--- config.mk ---
export PLATFORM = sky130hd
export DESIGN_NAME = nx_stream_arbiter
export DESIGN_NICKNAME = d
export VERILOG_FILES = /design/src/rtl/nx_stream_arbiter_pkg.sv /design/src/rtl/nx_msg_fifo.sv /design/src/rtl/nx_stream_arbiter.sv
export SDC_FILE = /design/constraint.sdc
export NUM_CORES = 1
export LEC_CHECK = 0
export BUFFER_PORTS_ARGS = -buffer_cell sky130_fd_sc_hd__buf_2
export CORE_MARGIN = 5
export CORE_UTILIZATION = 51
export CTS_CLUSTER_DIAMETER = 80
export DETAILED_ROUTE_END_ITERATION = 7
export GPL_TIMING_DRIVEN = 0
export PLACE_DENSITY = 0.79
export SLEW_MARGIN = 25
export SYNTH_ARGS = -nofsm -noshare
export SYNTH_HDL_FRONTEND = slang
export SYNTH_HIERARCHICAL = 1
export SYNTH_SLANG_ARGS = --single-unit
--- constraint.sdc ---
create_clock -name clk_i -period 7.3 [get_ports clk_i]
set_input_delay 0.365 -clock clk_i [delete_from_list [all_inputs] [get_ports clk_i]]
set_output_delay 0.365 -clock clk_i [all_outputs]
set_load 0.03 [all_outputs]
--- src/rtl/nx_stream_arbiter_pkg.sv ---
// Shared message types and direction codes for the nx stream fabric.
package nx_stream_arbiter_pkg;

  typedef struct packed {
    logic [3:0] kind;
    logic [7:0] payload;
  } nx_message_t;

  localparam int NX_MSG_W = $bits(nx_message_t);

  localparam logic [1:0] NX_DIRX_NORTH = 2'd0;
  localparam logic [1:0] NX_DIRX_EAST  = 2'd1;
  localparam logic [1:0] NX_DIRX_SOUTH = 2'd2;
  localparam logic [1:0] NX_DIRX_WEST  = 2'd3;

  typedef enum logic [1:0] {
    ROUND_ROBIN,
    PREFER_LOW,
    PREFER_HIGH
  } nx_arb_scheme_t;

endpackage

--- src/rtl/nx_msg_fifo.sv ---
// Small synchronous FIFO; pointers carry an extra wrap bit to split full from empty.
module nx_msg_fifo #(
  parameter int WIDTH = 8,
  parameter int DEPTH = 2
) (
  input  logic             clk_i,
  input  logic             rst_i,
  input  logic             push_i,
  input  logic             pop_i,
  input  logic [WIDTH-1:0] data_i,
  output logic [WIDTH-1:0] data_o,
  output logic             full_o,
  output logic             empty_o
);
  localparam int AW = $clog2(DEPTH);

  logic [AW:0]                  wr_ptr_q, wr_ptr_d, rd_ptr_q, rd_ptr_d;
  logic [DEPTH-1:0][WIDTH-1:0]  mem_q, mem_d;

  assign empty_o = (wr_ptr_q == rd_ptr_q);
  assign full_o  = (wr_ptr_q[AW] != rd_ptr_q[AW]) &&
                   (wr_ptr_q[AW-1:0] == rd_ptr_q[AW-1:0]);
  assign data_o  = mem_q[rd_ptr_q[AW-1:0]];

  always_comb begin
    mem_d    = mem_q;
    wr_ptr_d = wr_ptr_q;
    rd_ptr_d = rd_ptr_q;
    // full blocks push even when the same cycle pops
    if (push_i && !full_o) begin
      mem_d[wr_ptr_q[AW-1:0]] = data_i;
      wr_ptr_d = wr_ptr_q + 1'b1;
    end
    if (pop_i && !empty_o) rd_ptr_d = rd_ptr_q + 1'b1;
  end

  always_ff @(posedge clk_i) begin
    if (!rst_i) begin
      wr_ptr_q <= '0;
      rd_ptr_q <= '0;
      mem_q    <= '0;
    end else begin
      wr_ptr_q <= wr_ptr_d;
      rd_ptr_q <= rd_ptr_d;
      mem_q    <= mem_d;
    end
  end

endmodule

--- src/rtl/nx_stream_arbiter.sv ---
// Merges CHANNELS buffered message streams into one registered output stream,
// tagging each output with its source channel.
module nx_stream_arbiter
  import nx_stream_arbiter_pkg::*;
#(
  parameter int    CHANNELS   = 4,
  parameter int    FIFO_DEPTH = 2,
  parameter string ARB_SCHEME = "round_robin",
  parameter int    IDX_W      = $clog2(CHANNELS)
) (
  input  logic                               clk_i,
  input  logic                               rst_i,
  input  logic [CHANNELS-1:0][NX_MSG_W-1:0]  stream_data_i,
  input  logic [CHANNELS-1:0][1:0]           stream_dir_i,
  input  logic [CHANNELS-1:0]                stream_valid_i,
  output logic [CHANNELS-1:0]                stream_ready_o,
  output logic [NX_MSG_W-1:0]                comb_data_o,
  output logic [1:0]                         comb_dir_o,
  output logic [IDX_W-1:0]                   comb_src_o,
  output logic                               comb_valid_o,
  input  logic                               comb_ready_i,
  output logic                               idle_o
);
  localparam nx_arb_scheme_t SCHEME =
    (ARB_SCHEME == "prefer_low")  ? PREFER_LOW  :
    (ARB_SCHEME == "prefer_high") ? PREFER_HIGH : ROUND_ROBIN;

  if (CHANNELS < 2 || CHANNELS > 16) begin : g_bad_channels
    $fatal(1, "nx_stream_arbiter: CHANNELS must be 2..16");
  end
  if (FIFO_DEPTH < 2 || (FIFO_DEPTH & (FIFO_DEPTH - 1)) != 0) begin : g_bad_depth
    $fatal(1, "nx_stream_arbiter: FIFO_DEPTH must be a power of 2, >= 2");
  end
  if (ARB_SCHEME != "round_robin" && ARB_SCHEME != "prefer_low" &&
      ARB_SCHEME != "prefer_high") begin : g_bad_scheme
    $fatal(1, "nx_stream_arbiter: unsupported ARB_SCHEME");
  end

  logic [CHANNELS-1:0]                fifo_full, fifo_empty, fifo_pop;
  logic [CHANNELS-1:0][NX_MSG_W+1:0]  fifo_dout;

  logic                 slot_free, grant_found, grant_vld;
  logic [IDX_W-1:0]     grant_idx, rr_cand;

  logic                 comb_valid_q, comb_valid_d;
  logic [NX_MSG_W-1:0]  comb_data_q, comb_data_d;
  logic [1:0]           comb_dir_q, comb_dir_d;
  logic [IDX_W-1:0]     comb_src_q, comb_src_d;
  logic [IDX_W-1:0]     last_grant_q, last_grant_d;

  for (genvar c = 0; c < CHANNELS; c++) begin : g_ch
    nx_msg_fifo #(.WIDTH(NX_MSG_W + 2), .DEPTH(FIFO_DEPTH)) u_fifo (
      .clk_i   (clk_i),
      .rst_i   (rst_i),
      .push_i  (stream_valid_i[c]),
      .pop_i   (fifo_pop[c]),
      .data_i  ({stream_dir_i[c], stream_data_i[c]}),
      .data_o  (fifo_dout[c]),
      .full_o  (fifo_full[c]),
      .empty_o (fifo_empty[c])
    );
    assign fifo_pop[c] = grant_vld && (grant_idx == IDX_W'(c));
  end

  assign stream_ready_o = ~fifo_full;

  always_comb begin
    slot_free   = !comb_valid_q || comb_ready_i;
    grant_found = 1'b0;
    grant_idx   = '0;
    rr_cand     = '0;
    case (SCHEME)
      PREFER_LOW: begin
        for (int i = 0; i < CHANNELS; i++)
          if (!grant_found && !fifo_empty[i]) begin
            grant_found = 1'b1;
            grant_idx   = IDX_W'(i);
          end
      end
      PREFER_HIGH: begin
        for (int i = CHANNELS - 1; i >= 0; i--)
          if (!grant_found && !fifo_empty[i]) begin
            grant_found = 1'b1;
            grant_idx   = IDX_W'(i);
          end
      end
      default: begin
        // walk last_grant+1 .. last_grant+CHANNELS, wrapping below CHANNELS
        for (int i = 1; i <= CHANNELS; i++) begin
          rr_cand = IDX_W'((int'(last_grant_q) + i) % CHANNELS);
          if (!grant_found && !fifo_empty[rr_cand]) begin
            grant_found = 1'b1;
            grant_idx   = rr_cand;
          end
        end
      end
    endcase
    grant_vld = slot_free && grant_found;

    comb_valid_d = comb_valid_q;
    comb_data_d  = comb_data_q;
    comb_dir_d   = comb_dir_q;
    comb_src_d   = comb_src_q;
    last_grant_d = last_grant_q;
    if (slot_free) begin
      comb_valid_d = grant_found;
      if (grant_found) begin
        {comb_dir_d, comb_data_d} = fifo_dout[grant_idx];
        comb_src_d   = grant_idx;
        last_grant_d = grant_idx;
      end
    end
  end

  always_ff @(posedge clk_i) begin
    if (!rst_i) begin
      comb_valid_q <= 1'b0;
      comb_data_q  <= '0;
      comb_dir_q   <= NX_DIRX_NORTH;
      comb_src_q   <= '0;
      last_grant_q <= IDX_W'(CHANNELS - 1);
    end else begin
      comb_valid_q <= comb_valid_d;
      comb_data_q  <= comb_data_d;
      comb_dir_q   <= comb_dir_d;
      comb_src_q   <= comb_src_d;
      last_grant_q <= last_grant_d;
    end
  end

  assign comb_valid_o = comb_valid_q;
  assign comb_data_o  = comb_data_q;
  assign comb_dir_o   = comb_dir_q;
  assign comb_src_o   = comb_src_q;
  assign idle_o       = (&fifo_empty) && !comb_valid_q;

endmodule

==> metrics.yaml, run 1 <==
final_layout:
  drive_gt1_share_pct: 22.5
  nNetsFinal: 985
  diodes: 0
  area_delta_synth_final_pct: 17.2
  fin_util_pct: 61.1
synthesis:
  synth-edff-count: 0
  synth_area_leader_cell: "dfxtp_1"
  synth_warnings: 6
  synth.most_common_cell: "dfxtp_1"
  ys_ff_latch: 147
  synth_cell_types: 42
  yosysTopAreaCellShare_pct: 38.9
  ys_top_cells_by_area: "dfxtp_1 39%, nand3_1 9.0%, a32o_1 7.4%, mux2_2 7.3%, o2111ai_1 6.5%"
  synthTopCellsByCount: "147 x dfxtp_1, 136 x nand3_1, 62 x nand4_1"
  synth_ff_type: "dfxtp_1"
  yosysSeqAreaShare_pct: 38.9
  synthCells: 819
  syn_nets: 882
  syn_area_sq_um: 7570
  ys_async_sr_fraction_pct: 0
  synth_area_per_cell_sq_um: 9.25
floorplan:
  pin_count: 85
  dieArea_sq_um: 17400
  initial_core_util_pct: 52.1
  core_sq_um: 14500
  num_rows: 44
  fp.dieW_um: 132
  die_h_um: 132
global_routing:
  grt_pass1_vias: 6851
  grt_overflow: 0
  grt_max_degree: 18
  antenna_found_initial: 0
  gr-usage-all-layers_pct: 25.5
  grt_pass1_wl_um: 36900
sta:
  rsz0062_at_grt: "false"
  fin_crit_ns: 3.28
  fin_skew_ns: 0.00744
  setup_slack_ns: 4.02
  slew_viol_final: 0
  setup_viol: 0
  post-route-period-util_pct: 44.9
  timing.final.hold_violations: 0
  worst_pin_slew_ns: 0.722
  tns_ns: 0
  relSlewSlack_pct: 51.7
  max_clock_freq_ghz: 0.305
clock_tree:
  root_buffer: "clkbuf_16"
  ctsResizeCount: 0
  h-tree-depth: 4
  cts_max_path_buffers: 2
  clk_pin_slew_ns: 0.06
  cts_buffers: 17
  cts_setup_buffers: 0
  cts_num_sinks: 147
  cts_hold_buf: 0
  cts_tree: "done"
  insertion_delay_ns: 0.42
worst_setup_path:
  end_kind: "flip-flop"
  start_kind: "flip-flop"
  arrival_ns: 3.56
  required_ns: 7.58
  path_class: "flip-flop to flip-flop"
  path_max_fanout: 10
hold_path:
  hp-class: "primary input to flip-flop"
placed_design:
  dp_hpwl_um: 15800
  dp_slack_ns: 4.08
  gp_congestion: 0.890
  port_buffers: 84
routing:
  vias_per_cell: 6.64
  post_drt_wl_per_cell_um: 20.4
  ant_nets: 0
  vias: 7425
  dr.first_iter.drc_count: 1037
  wl_um: 22900
  dr.pass1.iters: 6
  drc_errors: 0
power_and_ir_drop:
  power.internal_uw: 1890
  power_uw: 3020
  p_seq_share_pct: 32.0
  net-switching-power_uw: 1140
  ir_drop_uv: 227
  p_comb_share_pct: 36.1
  total_leakage_power_uw: 0.00351
  clkPwrFrac_pct: 31.9
  power_density_nw_per_um2: 340
  p_sw_share_pct: 37.6
job:
  cap_violations: 0
outcome:
  outcome: "completed"
==> cell usage in the layout, fill, tap and decap left out, drive strengths merged, types with 15 or more instances in the layout <==
| master | synthesis | final |
|---|---|---|
| a32o | 56 | 56 |
| a211oi | 15 | 15 |
| clkbuf | 59 | 77 |
| buf | 28 | 112 |
| nand3 | 136 | 136 |
| o2111ai | 56 | 56 |
| a21oi | 15 | 15 |
| mux2i | 30 | 30 |
| nand4 | 62 | 62 |
| mux2 | 57 | 57 |
| dfxtp | 147 | 147 |
| inv | 19 | 19 |
| nand2 | 20 | 20 |
| nor2 | 25 | 25 |
==> power groups by stage <==
stage / sequential [uW] / clock (uW) / combinational [uW]
2_1_floorplan: 1020 / 0 / 743
3_3_place_gp: 977 / 0 / 1060
3_5_place_dp: 979 / 0 / 1070
4_1_cts: 964 / 969 / 1070
5_1_grt: 974 / 1010 / 1170
6_report: 966 / 964 / 1090
==> path summary, 6_finish.rpt <==
path / startpoint / to / slack (ns) / depth (start not counted)
hold reg to reg: comb_data_o[0]$_SDFFE_PN0P_ / comb_data_o[0]$_SDFFE_PN0P_ / 0.49 / 2
setup / recovery: g_ch[3].u_fifo/rd_ptr_q[0]$_SDFFE_PN0P_ / comb_data_o[4]$_SDFFE_PN0P_ / 4.02 / 10
setup reg to reg: g_ch[3].u_fifo/rd_ptr_q[0]$_SDFFE_PN0P_ / comb_data_o[4]$_SDFFE_PN0P_ / 4.02 / 10
hold / removal: stream_data_i[35] / g_ch[2].u_fifo/mem_q[11]$_SDFFE_PN0P_ / 0.16 / 2
==> metrics by stage <==
stage | hold slack [ns] | area (sq um) | cells
floorplan | 0.462 | 7570 | 819
global placement | 0.468 | 8220 | 1087
detailed placement | 0.472 | 8220 | 1087
CTS | 0.154 | 8870 | 1119
global route | 0.154 | 8870 | 1119
finish | 0.165 | 8870 | 1119
==> layout make-up <==
type / instances / area (sq um)
buffer: 87 / 387
clock buffer: 18 / 439
tap: 184 / 230
sequential: 147 / 2940
timing repair buffer: 84 / 420
inverter: 19 / 71.3
fill: 1282 / 5660
clock inverter: 14 / 210
multi-input combinational: 566 / 4170
==> layer usage <==
| layer | vias to the layer above | global-route usage [%] | share of wire, % |
|---|---|---|---|
| li1 | 3441 | - | - |
| met3 | 57 | 4.96 | 7.7 |
| met1 | 3541 | 35.9 | 44 |
| met5 | - | 0 | 0 |
| met4 | 0 | 8.00 | 2.7 |
| met2 | 386 | 39.7 | 46 |
==> critical path, cell delays in order (launching register included) <==
cell and delay, ns:
dfxtp_1 0.31, clkbuf_1 0.41, buf_2 0.35, xor2_1 0.13
nor2_1 0.43, nor2b_1 0.14, o311ai_2 0.43, clkbuf_1 0.37
nor3b_1 0.11, mux2i_1 0.30, o221ai_1 0.15
==> logic make-up (layout without fill, tap and decap cells) <==
logic type,after synthesis,in the layout,synth area share (%)
compound gates,184,184,21.0
xor+xnor,12,12,1.78
buf+inv,106,222,6.05
flops,147,147,38.9
mux,87,87,12.4
simple gates,283,283,19.9
==> registers in the layout, summed over array words and instances (netlist names) <==
register,cells
g_ch.u_fifo/wr_ptr_q,8
comb_data_o,12
g_ch.u_fifo/mem_q,112
g_ch.u_fifo/rd_ptr_q,8
comb_src_o,2
comb_valid_o,1
last_grant_q,2
comb_dir_o,2
Power figures use the tool's default switching activity.
==> inputs of run 2 (changes only) <==
PLACE_DENSITY = 0.82   (was 0.79)
clock period = 2.78 ns   (was 7.3 ns; I/O delays follow)
==> metrics.yaml, run 2 (same netlist as run 1, synthesis figures left out) <==
outcome:
  outcome: "completed"
clock_tree:
  cts_max_path_buffers: 2  # unchanged
  h-tree-depth: 4  # unchanged
  cts_num_sinks: 147  # unchanged
  clk_pin_slew_ns: 0.06  # about the same
  cts_buffers: 17  # unchanged
  root_buffer: "clkbuf_16"
  cts_tree: "done"
  insertion_delay_ns: 0.43  # about the same
placed_design:
  port_buffers: 84  # unchanged
  placed_cells: 1087  # unchanged
  dp_hpwl_um: 15600  # -1.2%
  gp_congestion: 0.887  # -0.35%
floorplan:
  die_h_um: 132  # unchanged
  initial_core_util_pct: 52.1  # unchanged
  pin_count: 85  # unchanged
  num_rows: 44  # unchanged
  core_sq_um: 14500  # unchanged
  dieArea_sq_um: 17400  # unchanged
  fp.dieW_um: 132  # unchanged
final_layout:
  area_delta_synth_final_pct: 26.4
  nNetsFinal: 1042  # +5.8%
  drive_gt1_share_pct: 24.4  # +2.0 points
  largest_reg_flops: 112  # unchanged
  regMostFlops: "g_ch.u_fifo/mem_q"
  final_cell_mix: "135 x nand3_1, 135 x dfxtp_1, 106 x buf_2"
  fin_cells: 1176  # +5.1%
sta:
  fin_skew_ns: 0.0108  # +0.00335 ns
  fin_hold_ws_ns: 0.0374  # -0.128 ns
  slew_viol_final: 0  # unchanged
  worst_pin_slew_ns: 0.577  # -0.145 ns
  relSlewSlack_pct: 61.5  # +9.8 points
  max_clock_freq_ghz: 0.380  # +24%
  post-route-period-util_pct: 94.8  # +50 points
  timing.final.hold_violations: 0  # unchanged
  fin_crit_ns: 2.63  # -0.643 ns
  setup_viol: 0  # unchanged
power_and_ir_drop:
  total_leakage_power_uw: 0.00376  # +7.1%
  power_density_nw_per_um2: 829  # +140%
  power_uw: 7930  # +160%
  ir_drop_uv: 507  # +120%
global_routing:
  grt_pass1_wl_um: 37700  # +2.0%
  grt_pass1_vias: 7074  # +3.3%
  gr-usage-all-layers_pct: 26.0  # +0.51 points
  grt_max_degree: 18  # unchanged
  antenna_found_initial: 0  # unchanged
  grt_overflow: 0  # unchanged
worst_setup_path:
  end_kind: "flip-flop"
  crit_cells: 11  # +1
  required_ns: 3.09  # -4.49 ns
  crit_family: "simple AND/OR/NAND/NOR gates"
  arrival_ns: 2.94  # -0.62 ns
  cp_num_buf_inv: 2  # -1
  reg2regPathDepth: 11  # +1
  path_max_fanout: 10  # unchanged
  start_kind: "flip-flop"
  path_class: "flip-flop to flip-flop"
  critPathMaxStageDelay_ns: 0.43  # about the same
  worst_path_max_delay_cell: "dfxtp_2"
  cp_common_cell: "nand2_1"
  path_cells: "xor2_4 > clkbuf_4 > nor2_1 > buf_2 > nand4_1 > nand2_1 > a21o_1 > nor2_2 > nand2_1 > mux2i_1 > a21oi_1"
routing:
  drc_errors: 0  # unchanged
  dr.pass1.iters: 6  # unchanged
  dr.first_iter.drc_count: 1111  # +7.1%
  vias: 7757  # +4.5%
  ant_nets: 0  # unchanged
  post_drt_wl_per_cell_um: 20.0  # -2.2%
  vias_per_cell: 6.60  # -0.59%
  wl_um: 23500  # +2.8%
hold_path:
  worstHoldPathCells: 3  # +1
  hp-class: "primary input to flip-flop"
job:
  cap_violations: 0  # unchanged
## run 2: through the flow
stage	TNS [ns]	area, sq um	setup WS, ns	util, %
after floorplan	0	7570	0.214	-
after global placement	-4.78	8220	-0.349	56.6
after detailed placement	-5.12	8220	-0.373	56.6
after CTS	0	9440	0.000133	64.9
after global routing	-0.000938	9570	-0.000938	65.8
final	0	9570	0.145	65.8
## run 2: path summary, 6_finish.rpt
kind                                                start                                      end  slack, ns
hold reg to reg               comb_data_o[0]$_SDFFE_PN0P_              comb_data_o[0]$_SDFFE_PN0P_       0.49
setup / recovery  g_ch[2].u_fifo/wr_ptr_q[1]$_SDFFE_PN0P_  g_ch[1].u_fifo/rd_ptr_q[1]$_SDFFE_PN0P_       0.15
hold / removal                          stream_valid_i[3]  g_ch[3].u_fifo/wr_ptr_q[0]$_SDFFE_PN0P_       0.04
setup reg to reg  g_ch[2].u_fifo/wr_ptr_q[1]$_SDFFE_PN0P_  g_ch[1].u_fifo/rd_ptr_q[1]$_SDFFE_PN0P_       0.15
## run 2: repair_timing
| action | in CTS | in global routing |
|---|---|---|
| endpoints found under the setup margin | 25 | 17 |
| buffers inserted | 0 | 5 |
| resized for setup | 23 | 21 |
| gates cloned | 0 | 0 |
| endpoints found under the hold margin | 74 | 0 |
| hold buffers | 56 | 0 |
| pin swaps | 1 | 3 |
## run 2: worst register-to-register path, delay by kind of cell (launching register included)
family                 cells  cell delay (ns)
AO/OA/AOI/OAI              2             0.39
flip-flops                 1             0.43
AND/OR/NAND/NOR            5             0.80
buffers and inverters      2             0.47
multiplexers               1             0.15
XOR/XNOR                   1             0.29
## run 2: final cells by class
type | instances | area [sq um]
fill | 1154 | 4960
clock inverter | 10 | 108
clock buffer | 21 | 470
timing repair buffer | 145 | 1020
inverter | 19 | 71.3
tap | 184 | 230
sequential | 147 | 2960
multi-input combinational | 566 | 4330
buffer | 83 | 384
antenna | 1 | 2.50
## run 2: metal layers
metal | part of all wire (%) | vias up | GRT usage (%)
met5 | 0 | - | 0
met4 | 3.8 | 0 | 10.3
met3 | 8.8 | 80 | 6.45
met2 | 45 | 454 | 39.9
met1 | 42 | 3661 | 35.3
li1 | - | 3562 | -
## run 2: where the power goes
| group | leakage [uW] | internal [uW] | switching [uW] |
|---|---|---|---|
| Clock | 0.000281 | 1380 | 874 |
| Sequential | 0.00121 | 2360 | 225 |
| Combinational | 0.00227 | 1160 | 1940 |
